**src/rtl/mecobo_pkg.sv**
```systemverilog
// Shared command-path constants and the assembler state encoding.
package mecobo_pkg;
  localparam int CMD_W      = 80;
  localparam int EBI_WORD_W = 16;
  localparam int CMD_WORDS  = 5;

  typedef enum logic [1:0] {
    IDLE    = 2'd0,
    COLLECT = 2'd1,
    HOLD    = 2'd2
  } asm_state_t;
endpackage

```
**src/rtl/sat_counter.sv**
```systemverilog
// Up-counter that sticks at all-ones; synchronous clear.
// Latency: count visible the cycle after inc. No backpressure.
module sat_counter #(
  parameter int W = 8
) (
  input  logic         clk,
  input  logic         rst,
  input  logic         inc,
  input  logic         clear,
  output logic [W-1:0] cnt
);

  always_ff @(posedge clk or negedge rst) begin
    if (!rst) begin
      cnt <= '0;
    end else if (clear) begin
      cnt <= '0;
    end else if (inc && (cnt != '1)) begin
      cnt <= cnt + W'(1);
    end
  end

endmodule

```
**src/rtl/ebi_cmd_assembler.sv**
```systemverilog
// Packs WORDS EBI words (word 0 in the MSBs) into one command_fifo push.
// Latency: push 1 cycle after the last word. Backpressure: HOLD while fifo_full; words arriving then are dropped.
// Partial commands idle for TIMEOUT_CYCLES are discarded; sync_clear discards everything in flight.
module ebi_cmd_assembler
  import mecobo_pkg::*;
#(
  parameter int WORDS          = CMD_WORDS,
  parameter int WORD_W         = EBI_WORD_W,
  parameter int TIMEOUT_CYCLES = 65535,
  parameter int ERR_CNT_W      = 8
) (
  input  logic                    clk,
  input  logic                    rst,
  input  logic                    word_wr,
  input  logic [WORD_W-1:0]       word_data,
  input  logic                    sync_clear,
  output logic [WORDS*WORD_W-1:0] fifo_din,
  output logic                    fifo_wr_en,
  input  logic                    fifo_full,
  output logic                    accept_ready,
  output logic [2:0]              word_index,
  output logic [15:0]             cmd_count,
  output logic [ERR_CNT_W-1:0]    drop_count,
  output logic [ERR_CNT_W-1:0]    timeout_count
);

  localparam int CMD_BITS = WORDS * WORD_W;
  localparam int TMO_W    = (TIMEOUT_CYCLES > 2) ? $clog2(TIMEOUT_CYCLES) : 1;

  asm_state_t       state;
  logic [TMO_W-1:0] idle_cnt;
  logic             drop_inc;
  logic             tmo_hit;

  assign accept_ready = (state != HOLD);
  // Push is gated by the live full flag so a push never lands on a full FIFO.
  assign fifo_wr_en   = (state == HOLD) && !fifo_full && !sync_clear;
  assign drop_inc     = word_wr && !accept_ready && !sync_clear;
  assign tmo_hit      = (state == COLLECT) && !word_wr && !sync_clear &&
                        (idle_cnt == TMO_W'(TIMEOUT_CYCLES - 1));

  always_ff @(posedge clk or negedge rst) begin
    if (!rst) begin
      state      <= IDLE;
      word_index <= '0;
      idle_cnt   <= '0;
      fifo_din   <= '0;
      cmd_count  <= '0;
    end else if (sync_clear) begin
      state      <= IDLE;
      word_index <= '0;
      idle_cnt   <= '0;
    end else begin
      case (state)
        IDLE, COLLECT: begin
          if (word_wr) begin
            fifo_din[CMD_BITS-1-WORD_W*int'(word_index) -: WORD_W] <= word_data;
            idle_cnt <= '0;
            if (word_index == 3'(WORDS - 1)) begin
              state      <= HOLD;
              word_index <= '0;
            end else begin
              state      <= COLLECT;
              word_index <= word_index + 3'd1;
            end
          end else if (tmo_hit) begin
            state      <= IDLE;
            word_index <= '0;
            idle_cnt   <= '0;
          end else if (state == COLLECT) begin
            idle_cnt <= idle_cnt + TMO_W'(1);
          end
        end
        HOLD: begin
          if (!fifo_full) begin
            state     <= IDLE;
            cmd_count <= cmd_count + 16'd1;
          end
        end
        default: begin
          state      <= IDLE;
          word_index <= '0;
          idle_cnt   <= '0;
        end
      endcase
    end
  end

  sat_counter #(.W(ERR_CNT_W)) u_drop_cnt (
    .clk   (clk),
    .rst   (rst),
    .inc   (drop_inc),
    .clear (1'b0),
    .cnt   (drop_count)
  );

  sat_counter #(.W(ERR_CNT_W)) u_tmo_cnt (
    .clk   (clk),
    .rst   (rst),
    .inc   (tmo_hit),
    .clear (1'b0),
    .cnt   (timeout_count)
  );

endmodule

```
**config.mk**
```make
export PLATFORM = sky130hd
export DESIGN_NAME = ebi_cmd_assembler
export DESIGN_NICKNAME = d
export VERILOG_FILES = /design/src/rtl/mecobo_pkg.sv /design/src/rtl/sat_counter.sv /design/src/rtl/ebi_cmd_assembler.sv
export SDC_FILE = /design/constraint.sdc
export NUM_CORES = 1
export LEC_CHECK = 0
export ABC_AREA = 1
export ABC_CLOCK_PERIOD_IN_PS = 3600
export BUFFER_PORTS_ARGS = -buffer_cell sky130_fd_sc_hd__buf_2
export CAP_MARGIN = 25
export CORE_ASPECT_RATIO = 1.5
export CORE_UTILIZATION = 46
export DETAILED_ROUTE_END_ITERATION = 16
export GPL_TIMING_DRIVEN = 0
export PLACE_DENSITY = 0.77
export SLEW_MARGIN = 40
export SYNTH_ARGS = -nofsm -noshare
export SYNTH_HDL_FRONTEND = slang
export SYNTH_SLANG_ARGS = --single-unit
```
**constraint.sdc**
```tcl
create_clock -name clk -period 3.6 [get_ports clk]
set_input_delay 0.9 -clock clk [delete_from_list [all_inputs] [get_ports clk]]
set_output_delay 0.9 -clock clk [all_outputs]
set_load 0.02 [all_outputs]
```
-- Word-level counts from Yosys, hierarchy flattened
Index checks and enable logic that the tools add are counted.
- add/sub/neg operators: 7
- eq/ne operators: 11
- shifts and indexed selects: 2
- muxes and demuxes: 17
- bitwise logic cells: 2
- reductions and logical operators: 20
- operators by type and width (cell ; count):
    $shift 16x33->95 const A ; 1
    $shiftx 16x33->95 ; 1
    $bwmux 80 ; 1
    $mux 16 ; 4
    $neg 8->33 ; 1
    $add 16x1->16 const B ; 2
    $pmux 16 s2 ; 1
    $add 8x1->8 const B ; 2
    $eq 16x16->1 const B ; 1
    $ne 8x8->1 const B ; 2
    $mux 3 ; 4
    $mux 2 ; 5
    $logic_and 1x1->1 ; 9
    $sub 7x7->8 const A ; 1
    $pmux 3 s2 ; 1
    $reduce_and 2->1 ; 3
    $reduce_and 3->1 ; 2
    $ne 5x4->1 const B ; 1
    $logic_not 1->1 ; 4
    $ne 2x2->1 const B ; 2
    $ne 4x3->1 const B ; 1
    $pmux 2 s2 ; 1
    $add 3x1->3 const B ; 1
    $eq 3x3->1 const B ; 1
    6 further kinds ; 7
- bits in registers: 133
- input port bits: 21

-- Logic depth before layout (Yosys ltp)
Gate-level depths: netlist (run 1).
- depth after elaboration: 8
- gate-level depth with buffers: 9

-- Hierarchy
A second synthesis (run 1) with hierarchy kept.
- cells, all modules: 749
- area total of the unflattened synthesis: 6208.5 µm²
- modules (own cells, without submodules) (module ; instances ; cells an instance ; area each (µm²) ; sequential area each (µm²)):
    ebi_cmd_assembler ; 1 ; 601 ; 5185.0 ; 2927.8
    sat_counter ; 2 ; 74 ; 511.7 ; 200.2

-- Worst setup path after synthesis (run 1)
OpenSTA, ideal clock, no wires.
- path kind: in2out
- start point: input port sync_clear
- end point: output port fifo_wr_en
- arrival time: 1472 ps
- data required time: 2700 ps
- slack: 1228 ps
- stages: 4
- buffers on the path: 1
- cells stage by stage: inv_1 > nand3_2 > nor2_4 > buf_2
- cells in the longest elaborated chain, start to end: 2
- RTL lines (item ; RTL line ; text):
    from (decl) ; ebi_cmd_assembler.sv:16 ; input logic sync_clear,
    $logic_not 1->1 ; ebi_cmd_assembler.sv:37 ; assign fifo_wr_en = (state == HOLD) && !fifo_full && !sync_clear;
    $logic_and 1x1->1 ; ebi_cmd_assembler.sv:37 ;
    to (decl) ; ebi_cmd_assembler.sv:18 ; output logic fifo_wr_en,
No other way between the ends.

-- Final worst setup path (run 1)
Ends and elaborated chain as after synthesis.

==> flow_summary.ini, run 1 <==
[floorplanning]
die_area_sq_um = 14000
core-area_sq_um = 13100
die_x_um = 96.8
start_util_pct = 47.4
core.rowCount = 51
io_pins = 138
die_y_um = 144

[synth]
synth_area_leader_cell = dfrtp_1
syn_area_per_cell_sq_um = 8.43
yosysWarnings = 0
syn_inst = 735
synthTopCellsByCount = nand2_1 (253), dfrtp_1 (133), inv_1 (69), nor2_1 (52), o21ai_0 (47)
synthArstFlopShare_pct = 100
yosys.cell_count.top_type = nand2_1
syn-cell-area_sq_um = 6200
synth_fp_nets = 765
synthDistinctLibCells = 31
synth_seq_cells = 133
synth-seq-area-share_pct = 53.7
synth_top_area_share_pct = 53.7
synth.area.top_cells = dfrtp_1 (54%), nand2_1 (15%), inv_1 (4.2%)
synth_edf_count = 0
synth_ff_type = dfrtp_1

[finish]
syn2layout_area_growth_pct = 24.3
final_layout_size_suffix_gt1_share_pct = 24.2
final_cells = 1064
antenna_cells = 0
nFillCells = 1195
stdcell_area_sq_um = 7710
num-nets-final = 922

[drt]
drt-wirelength-per-cell_um = 14.1
route.detailed.drc = 0
drt_first_iter_violations = 196
vias = 5344
drt_first_pass_iters = 5
wirelength_um = 15000
ant_nets = 0
vias_per_cell = 5.02

[clocking]
cts_tree = done
clk_latency_ns = 0.42
post-cts-setup-buffers = 0
cts.sinks = 133
cts.clk_slew.worst_paths_ns = 0.06
cts_resized = 0
htree_levels = 4
holdBufCountCts = 0
root_buffer = clkbuf_16
cts-buffers-inserted = 17
clock_path_buffers = 2

[sta]
final.min_clock_period_ns = 2.82
worst_slew_pin_slew_ns = 0.629
min_period_over_period_pct = 78.2
timing.fmax_mhz = 355
report.final.slew_viol_count = 0
setup_viol = 0
hold_violations = 0
hold_ws_ns = 0.402
worst_slack_ns = 0.785
slew_headroom_pct = 57.8
skew_ns = 0.0142
grt_setup_unrepaired = no

[setup_path]
rrSetupSlack_ns = 1.42
cp-end-kind = output pin
reg2reg_from = word_index[0]$_DFFE_PN0P_
required_ns = 2.70
r2r_cells = 8
critPathKind = in -> out
cp_data_arrival_time_ns = 1.92
startpoint_type = input port
crit_fanout = 10
reg2reg_to = fifo_din[25]$_DFFE_PN0P_

[placed_design]
place_inst = 1032
gp_congestion = 0.831
dpl_cell_area_sq_um = 7120
hpwl_um = 11300
io_buffers = 137
dp_slack_ns = 0.766

[global_routing]
grt_pass1_wl_um = 24900
antenna_found_initial = 0
track_usage_pct = 22.5
grt_overflow = 0
grt_max_degree = 74
grt_pass1_vias = 5349

[power]
p_leak_uw = 0.00413
pwr-share-comb_pct = 26.6
swShare_pct = 36.2
seqPwrFrac_pct = 39.8
power.density_nw_per_um2 = 666
p_sw_uw = 1860
power_uw = 5130
p_clk_share_pct = 33.6
ir_drop_mv = 0.411
p_int_uw = 3270

[job]
drv_cap = 0

[run_status]
status = completed

[worst_hold_path]
hp-class = in -> async
[worst max-delay path, stage by stage]
cell     delay [ns]
buf_2          0.11
inv_1          0.11
nand3_2        0.12
nor2_4         0.22
buf_2          0.25
buf_2          0.20
[placed cells by master, fill, tap and decap left out, types with 3 or more instances in the layout]
cell and n:
nor3_1 6, clkinvlp_4 4, nand4_1 10, inv_6 5, o21ai_1 29, nor2_1 52, nand2_1 253, nor2_2 4
nand3_1 40, nand3_2 4, o21ai_0 47, clkbuf_16 17, inv_1 69, buf_4 3, buf_2 149, o21ai_2 10
xor2_1 19, xnor2_1 9, inv_2 4, dfrtp_1 133, ha_1 9, inv_8 5, clkbuf_1 3
[cell families after synthesis]
kind of cell	share of synthesized area [%]
AND/OR/NAND/NOR	25.9
buffers and inverters	6.38
AO/OA/AOI/OAI	8.28
flip-flops	53.7
adder cells (fa/ha/maj)	1.82
XOR/XNOR	3.96
[how the worst max path moves through the flow]
| stage | from | end | slack (ns) | depth (start not counted) |
|---|---|---|---|---|
| after detailed placement | sync_clear | fifo_wr_en | 0.77 | 6 |
| after global placement | rst | cmd_count[11]$_DFFE_PN0P_ | -0.19 | 1 |
| after global routing | sync_clear | fifo_wr_en | 0.69 | 6 |
| after floorplan | sync_clear | fifo_wr_en | 1.23 | 4 |
| final | sync_clear | fifo_wr_en | 0.78 | 6 |
| after CTS | sync_clear | fifo_wr_en | 0.76 | 6 |
[final cells by class]
class | instances | area [sq um] | share of cell area [%]
clock inverters | 15 | 160 | 2.08
inverters | 73 | 274 | 3.56
plain buffers | 21 | 121 | 1.57
flip-flops and latches | 133 | 3330 | 43.2
clock buffers | 17 | 425 | 5.52
repair buffers | 138 | 723 | 9.38
well taps | 159 | 199 | 2.58
multi-input cells | 508 | 2470 | 32.1
[registers in the layout (all words and copies together) (netlist names)]
| name | flops |
|---|---|
| fifo_din | 80 |
| state | 2 |
| u_drop_cnt.cnt | 8 |
| word_index | 3 |
| idle_cnt | 16 |
| u_tmo_cnt.cnt | 8 |
| cmd_count | 16 |
[power groups by stage]
stage	Sequential (uW)	Combinational [uW]	Clock (uW)
2_1_floorplan	2490	388	0
3_3_place_gp	2060	1350	0
3_5_place_dp	2060	1380	0
4_1_cts	2040	1380	1750
5_1_grt	2080	1500	1810
6_report	2040	1370	1730
[per-stage QoR]
step	util (%)	TNS, ns
2_1_floorplan	-	0
3_3_place_gp	54.1	-23.41
3_5_place_dp	54.4	0
4_1_cts	58.9	0
5_1_grt	58.9	0
6_report	58.9	0
[per-layer routing]
metal	vias to the layer above	GRT usage, %	share of wire (%)
met2	141	41.6	53
met4	0	10.4	3.0
li1	2642	-	-
met3	30	6.09	5.4
met5	-	0	0
met1	2531	23.7	38
(Power assumes the default switching activity.)
==> run 2, diff against run 1 <==
Settings changed: ABC_AREA 1 to 0, ABC_CLOCK_PERIOD_IN_PS 3600 to 2400, PLACE_DENSITY 0.77 to 0.81.
Clock period 3.6 ns to 2.4 ns, I/O delays scaled along.
==> run 2 against run 1 <==
Net effect: core utilization up 1.3 points; register-to-register slack got worse by 1.3 ns; critical path depth rose by 1; non-clock buffer count is 1 higher; sequential share of layout area up 3.1 points; synthesized cell count is 30% lower; hold slack got worse by 0.23 ns; first-iteration DRC count is 7.7% lower; count of clock-buffer cells in the layout is the same; synthesized area is 9.1% lower.
==> flow_summary.ini, run 2 <==
[setup_path]
startpoint_type = flip-flop
cp-end-kind = flip-flop
cp_data_arrival_time_ns = 2.60
required_ns = 2.69
critPathKind = reg -> reg
startpoint = word_index[0]$_DFFE_PN0P_
crit_fanout = 10
reg2reg_from = word_index[0]$_DFFE_PN0P_

[clocking]
cts-buffers-inserted = 17
cts.clk_slew.worst_paths_ns = 0.06
htree_levels = 4
cts_tree = done
cts.sinks = 133
root_buffer = clkbuf_16
clock_path_buffers = 2
holdBufCountCts = 0
clk_latency_ns = 0.41

[synth]
synth_top_area_share_pct = 59.1
synth_mux_area_share_pct = 3.98
synthArstFlopShare_pct = 100
synthTopCellsByCount = dfrtp_1 (133), nand2_1 (116), o21ai_0 (51), xnor2_1 (31), nor2_1 (24)
synthDistinctLibCells = 43
syn_inst = 511
synth_ff_type = dfrtp_1
syn_area_per_cell_sq_um = 11.0
synth_edf_count = 0
synth.area.top_cells = dfrtp_1 (59%), nand2_1 (7.7%), xnor2_1 (4.8%)
synth_xor_area_share_pct = 6.53
synth_top_family_by_area = simple AND/OR/NAND/NOR gates
yosysWarnings = 0
synth_fa_ha_area_share_pct = 2.00
synth_compound_area_share_pct = 9.24
yosys.cell_count.top_type = dfrtp_1
synth-seq-area-share_pct = 59.1
synth_fp_nets = 541
synth-simple-area-share_pct = 16.8
synth_seq_cells = 133
synth_area_leader_cell = dfrtp_1
syn-cell-area_sq_um = 5630

[global_routing]
grt_overflow = 0
track_usage_pct = 22.5
grt_pass1_vias = 4348
grt_max_degree = 77
antenna_found_initial = 1
grt_pass1_wl_um = 21800

[drt]
ant_nets = 0
vias_per_cell = 5.36
vias = 4481
route.detailed.drc = 0
drt-wirelength-per-cell_um = 16.5
drt_first_pass_iters = 5
wirelength_um = 13800
drt_first_iter_violations = 181

[sta]
worst_slew_pin_slew_ns = 0.741
hold_violations = 0
report.final.slew_viol_count = 0
hold_ws_ns = 0.169
final.min_clock_period_ns = 2.31
setup_viol = 0
timing.fmax_mhz = 433
min_period_over_period_pct = 96.2
skew_ns = 0.00652
slew_headroom_pct = 50.2

[finish]
layout_common_cells = buf_2 (139), dfrtp_1 (131), nand2_1 (116)
final_common_cell = buf_2
syn2layout_area_growth_pct = 27.8
antenna_cells = 0
top_register = fifo_din
num-nets-final = 700
final_layout_size_suffix_gt1_share_pct = 33.8
largest_register_ffs = 80
top_regs = fifo_din x80, cmd_count x16, idle_cnt x16
stdcell_area_sq_um = 7200

[floorplanning]
start_util_pct = 47.1
io_pins = 138
core-area_sq_um = 12000
core.rowCount = 49
die_area_sq_um = 12700
die_x_um = 92.3
die_y_um = 138

[power]
power.density_nw_per_um2 = 1140
power_uw = 8230
p_leak_uw = 0.00368
ir_drop_mv = 0.568

[placed_design]
io_buffers = 136
dpl_cell_area_sq_um = 6550
hpwl_um = 10100
gp_congestion = 0.802

[run_status]
status = completed

[job]
drv_cap = 0

[worst_hold_path]
hp-class = in -> async
run 2: worst paths after layout:
check | end | cells past startpoint | slack [ns]
worst max-delay path | fifo_din[41]$_DFFE_PN0P_ | 7 | 0.09
worst min-delay path | fifo_din[33]$_DFFE_PN0P_ | 1 | 0.17
worst max register to register | fifo_din[41]$_DFFE_PN0P_ | 7 | 0.09
worst min register to register | fifo_din[73]$_DFFE_PN0P_ | 2 | 0.47
max in group asynchronous | fifo_din[76]$_DFFE_PN0P_ | 2 | 1.55
min in group clk | state[1]$_DFFE_PN0P_ | 2 | 0.46
run 2: cell families after synthesis:
| logic type | Yosys count |
|---|---|
| AND/OR/NAND/NOR | 200 |
| AO/OA/AOI/OAI | 81 |
| buffers and inverters | 26 |
| adder cells (fa/ha/maj) | 9 |
| multiplexers | 20 |
| XOR/XNOR | 42 |
| flip-flops | 133 |
run 2: worst max-delay path, cell delays in order (launching register included):
cell and delay, ns:
dfrtp_2 0.38, inv_2 0.07, ha_1 0.20, ha_1 0.33, nor3b_4 0.28, nand4_2 0.31
clkbuf_4 0.33, mux2_2 0.30
run 2: routing by layer:
| layer | GRT usage (%) | routed length [um] | up-vias |
|---|---|---|---|
| li1 | - | - | 2067 |
| met1 | 26.2 | 5430 | 2219 |
| met2 | 40.3 | 7410 | 172 |
| met3 | 5.35 | 718 | 21 |
| met4 | 7.81 | 216 | 2 |
| met5 | 0 | 10 | - |
run 2: timing repair:
| item | 4_1_cts | 5_1_grt |
|---|---|---|
| pin swaps | 1 | 2 |
| resized for setup | 3 | 2 |
| setup buffers | 0 | 3 |
| setup endpoints to repair | 45 | 27 |
run 2: power by group:
part	switching (uW)	internal, uW	leakage [uW]
clock network	1020	1660	0.000301
registers	326	2810	0.00178
logic	1600	808	0.00160
total	2950	5280	0.00368
run 2: metrics by stage:
stage / instances / TNS [ns] / utilization, % / worst slack (ns)
floorplan: 511 / 0 / - / 0.000375
global placement: 800 / -120.33 / 54.4 / -0.913
detailed placement: 801 / -2.29 / 54.8 / -0.111
CTS: 833 / 0 / 60.0 / 0.0293
global route: 836 / -0.0474 / 60.2 / -0.0105
finish: 836 / 0 / 60.2 / 0.0901
run 2: layout make-up:
| cell class | count | area [sq um] |
|---|---|---|
| fill | 968 | 4760 |
| sequential | 133 | 3330 |
| multi-input combinational | 352 | 2190 |
| timing repair buffer | 140 | 741 |
| clock buffer | 17 | 425 |
| clock inverter | 15 | 193 |
| tap | 153 | 191 |
| buffer | 20 | 110 |
| inverter | 6 | 22.5 |
==> run 3, diff against run 2 <==
Settings changed: CTS_BUF_LIST set to sky130_fd_sc_hd__clkbuf_8.
==> run 3 against run 2 <==
Net effect: critical path depth up 2; design area down 2.5%; non-clock buffer count up 1; sequential cell count unchanged; power down 8.5%; sequential power about the same; sequential share of layout area up 1.2 points; via count down 1.3%; register-to-register slack better by 0.03 ns; first-iteration DRC count down 14%.
==> flow_summary.ini, run 3 (synthesized netlist as in run 2, its figures left out) <==
[clocking]
cts-buffers-inserted = 17
root_buffer = clkbuf_8
cts.clk_slew.worst_paths_ns = 0.08
cts.sinks = 133
cts_tree = done
clk_latency_ns = 0.43
htree_levels = 4
clock_path_buffers = 2

[finish]
num-nets-final = 701
top_register = fifo_din
stdcell_area_sq_um = 7020
layout_common_cells = buf_2 (140), dfrtp_1 (131), nand2_1 (116)
register_area_sq_um = 3330
largest_register_ffs = 80
final_common_cell = buf_2
syn2layout_area_growth_pct = 24.6
nFillCells = 993
top_regs = fifo_din x80, cmd_count x16, idle_cnt x16
multi_input_area_sq_um = 2190
antenna_cells = 0
final_layout_size_suffix_gt1_share_pct = 34.1

[drt]
drt-wirelength-per-cell_um = 16.3
drt_first_pass_iters = 4
wirelength_um = 13600
vias_per_cell = 5.28
route.detailed.drc = 0
drt_first_iter_violations = 156
vias = 4422
ant_nets = 0

[power]
power_uw = 7530
power.density_nw_per_um2 = 1070
p_leak_uw = 0.00359
p_sw_uw = 2870
p_int_uw = 4660
pwr-share-comb_pct = 32.0
swShare_pct = 38.1
p_clk_share_pct = 26.5
seqPwrFrac_pct = 41.5
ir_drop_mv = 0.433

[setup_path]
startpoint_type = flip-flop
required_ns = 2.72
cp-end-kind = flip-flop
cp_data_arrival_time_ns = 2.59
r2r_cells = 9
crit_fanout = 10
critPathKind = reg -> reg

[floorplanning]
die_area_sq_um = 12700
die_x_um = 92.3
core.rowCount = 49
start_util_pct = 47.1
die_y_um = 138
io_pins = 138
core-area_sq_um = 12000

[sta]
worst_slew_pin_slew_ns = 0.679
skew_ns = 0.0105
min_period_over_period_pct = 94.8
report.final.slew_viol_count = 0
final.min_clock_period_ns = 2.28
grt_setup_unrepaired = no
setup_viol = 0
timing.fmax_mhz = 439
slew_headroom_pct = 54.4
hold_violations = 0

[global_routing]
grt_overflow = 0
track_usage_pct = 22.2
grt_pass1_vias = 4346
grt_pass1_wl_um = 21600
antenna_found_initial = 1
grt_max_degree = 77

[placed_design]
gp_congestion = 0.802
hpwl_um = 10100
io_buffers = 136
dpl_cell_area_sq_um = 6550

[worst_hold_path]
hp-class = in -> async

[job]
drv_cap = 0

[run_status]
status = completed
## run 3: cell count changes in the layout (fill, tap and decap cells not counted), sizes merged
cell | before | now
buf | 148 | 150
clkbuf | 29 | 28
## run 3: power groups by stage
stage,logic [uW],clock network [uW],registers (uW)
detailed placement,2410,0,3170
finish,2410,1990,3130
global placement,2330,0,3140
CTS,2430,2030,3130
global route,2620,2140,3190
floorplan,786,0,3830
## run 3: area by class of cell
cell class	count	share of cell area [%]
Buffer	20	1.53
Clock buffer	17	3.33
Clock inverter	15	2.75
Inverter	6	0.321
Multi-Input combinational cell	352	31.2
Sequential cell	133	47.5
Tap cell	153	2.73
Timing Repair Buffer	141	10.7
## run 3: routing by layer
metal  track usage [%]  routed length, um  vias up
met1              25.8               5340     2190
met3              4.80                685       24
met2              39.7               7320      146
met5                 0                 10        -
li1                  -                  -     2060
met4              8.51                257        2
## run 3: final timing paths
check / startpoint / to / slack (ns)
worst min register to register: fifo_din[73]$_DFFE_PN0P_ / fifo_din[73]$_DFFE_PN0P_ / 0.48
worst min-delay path: rst / fifo_din[33]$_DFFE_PN0P_ / 0.14
min in group clk: sync_clear / state[1]$_DFFE_PN0P_ / 0.44
max in group asynchronous: rst / fifo_din[77]$_DFFE_PN0P_ / 1.59
worst max register to register: word_index[1]$_DFFE_PN0P_ / fifo_din[29]$_DFFE_PN0P_ / 0.12
worst max-delay path: word_index[1]$_DFFE_PN0P_ / fifo_din[29]$_DFFE_PN0P_ / 0.12
## run 3: metrics by stage
step	hold slack, ns	worst slack [ns]	TNS (ns)	std cells	util (%)
after floorplan	0.304	0.000375	0	511	-
after global placement	0.456	-0.913	-120.33	800	54.4
after detailed placement	0.466	-0.111	-2.29	801	54.8
after CTS	0.141	0.00588	0	834	58.5
after global routing	0.166	0.0190	0	837	58.7
final	0.143	0.125	0	837	58.7
## run 3: critical path, stage by stage, from the launching register on
cell,delay [ns]
dfrtp_2,0.38
inv_1,0.07
ha_1,0.18
ha_1,0.32
nor3b_4,0.28
or4b_1,0.46
buf_2,0.18
buf_6,0.16
nand2_1,0.09
o21ai_2,0.06
## run 3: what timing repair did
action | in CTS | in global routing
hold buffers | 0 | 0
buffers inserted | 1 | 3
setup endpoints to repair | 45 | 26
pin swaps | 1 | 2
gates resized for setup | 2 | 2
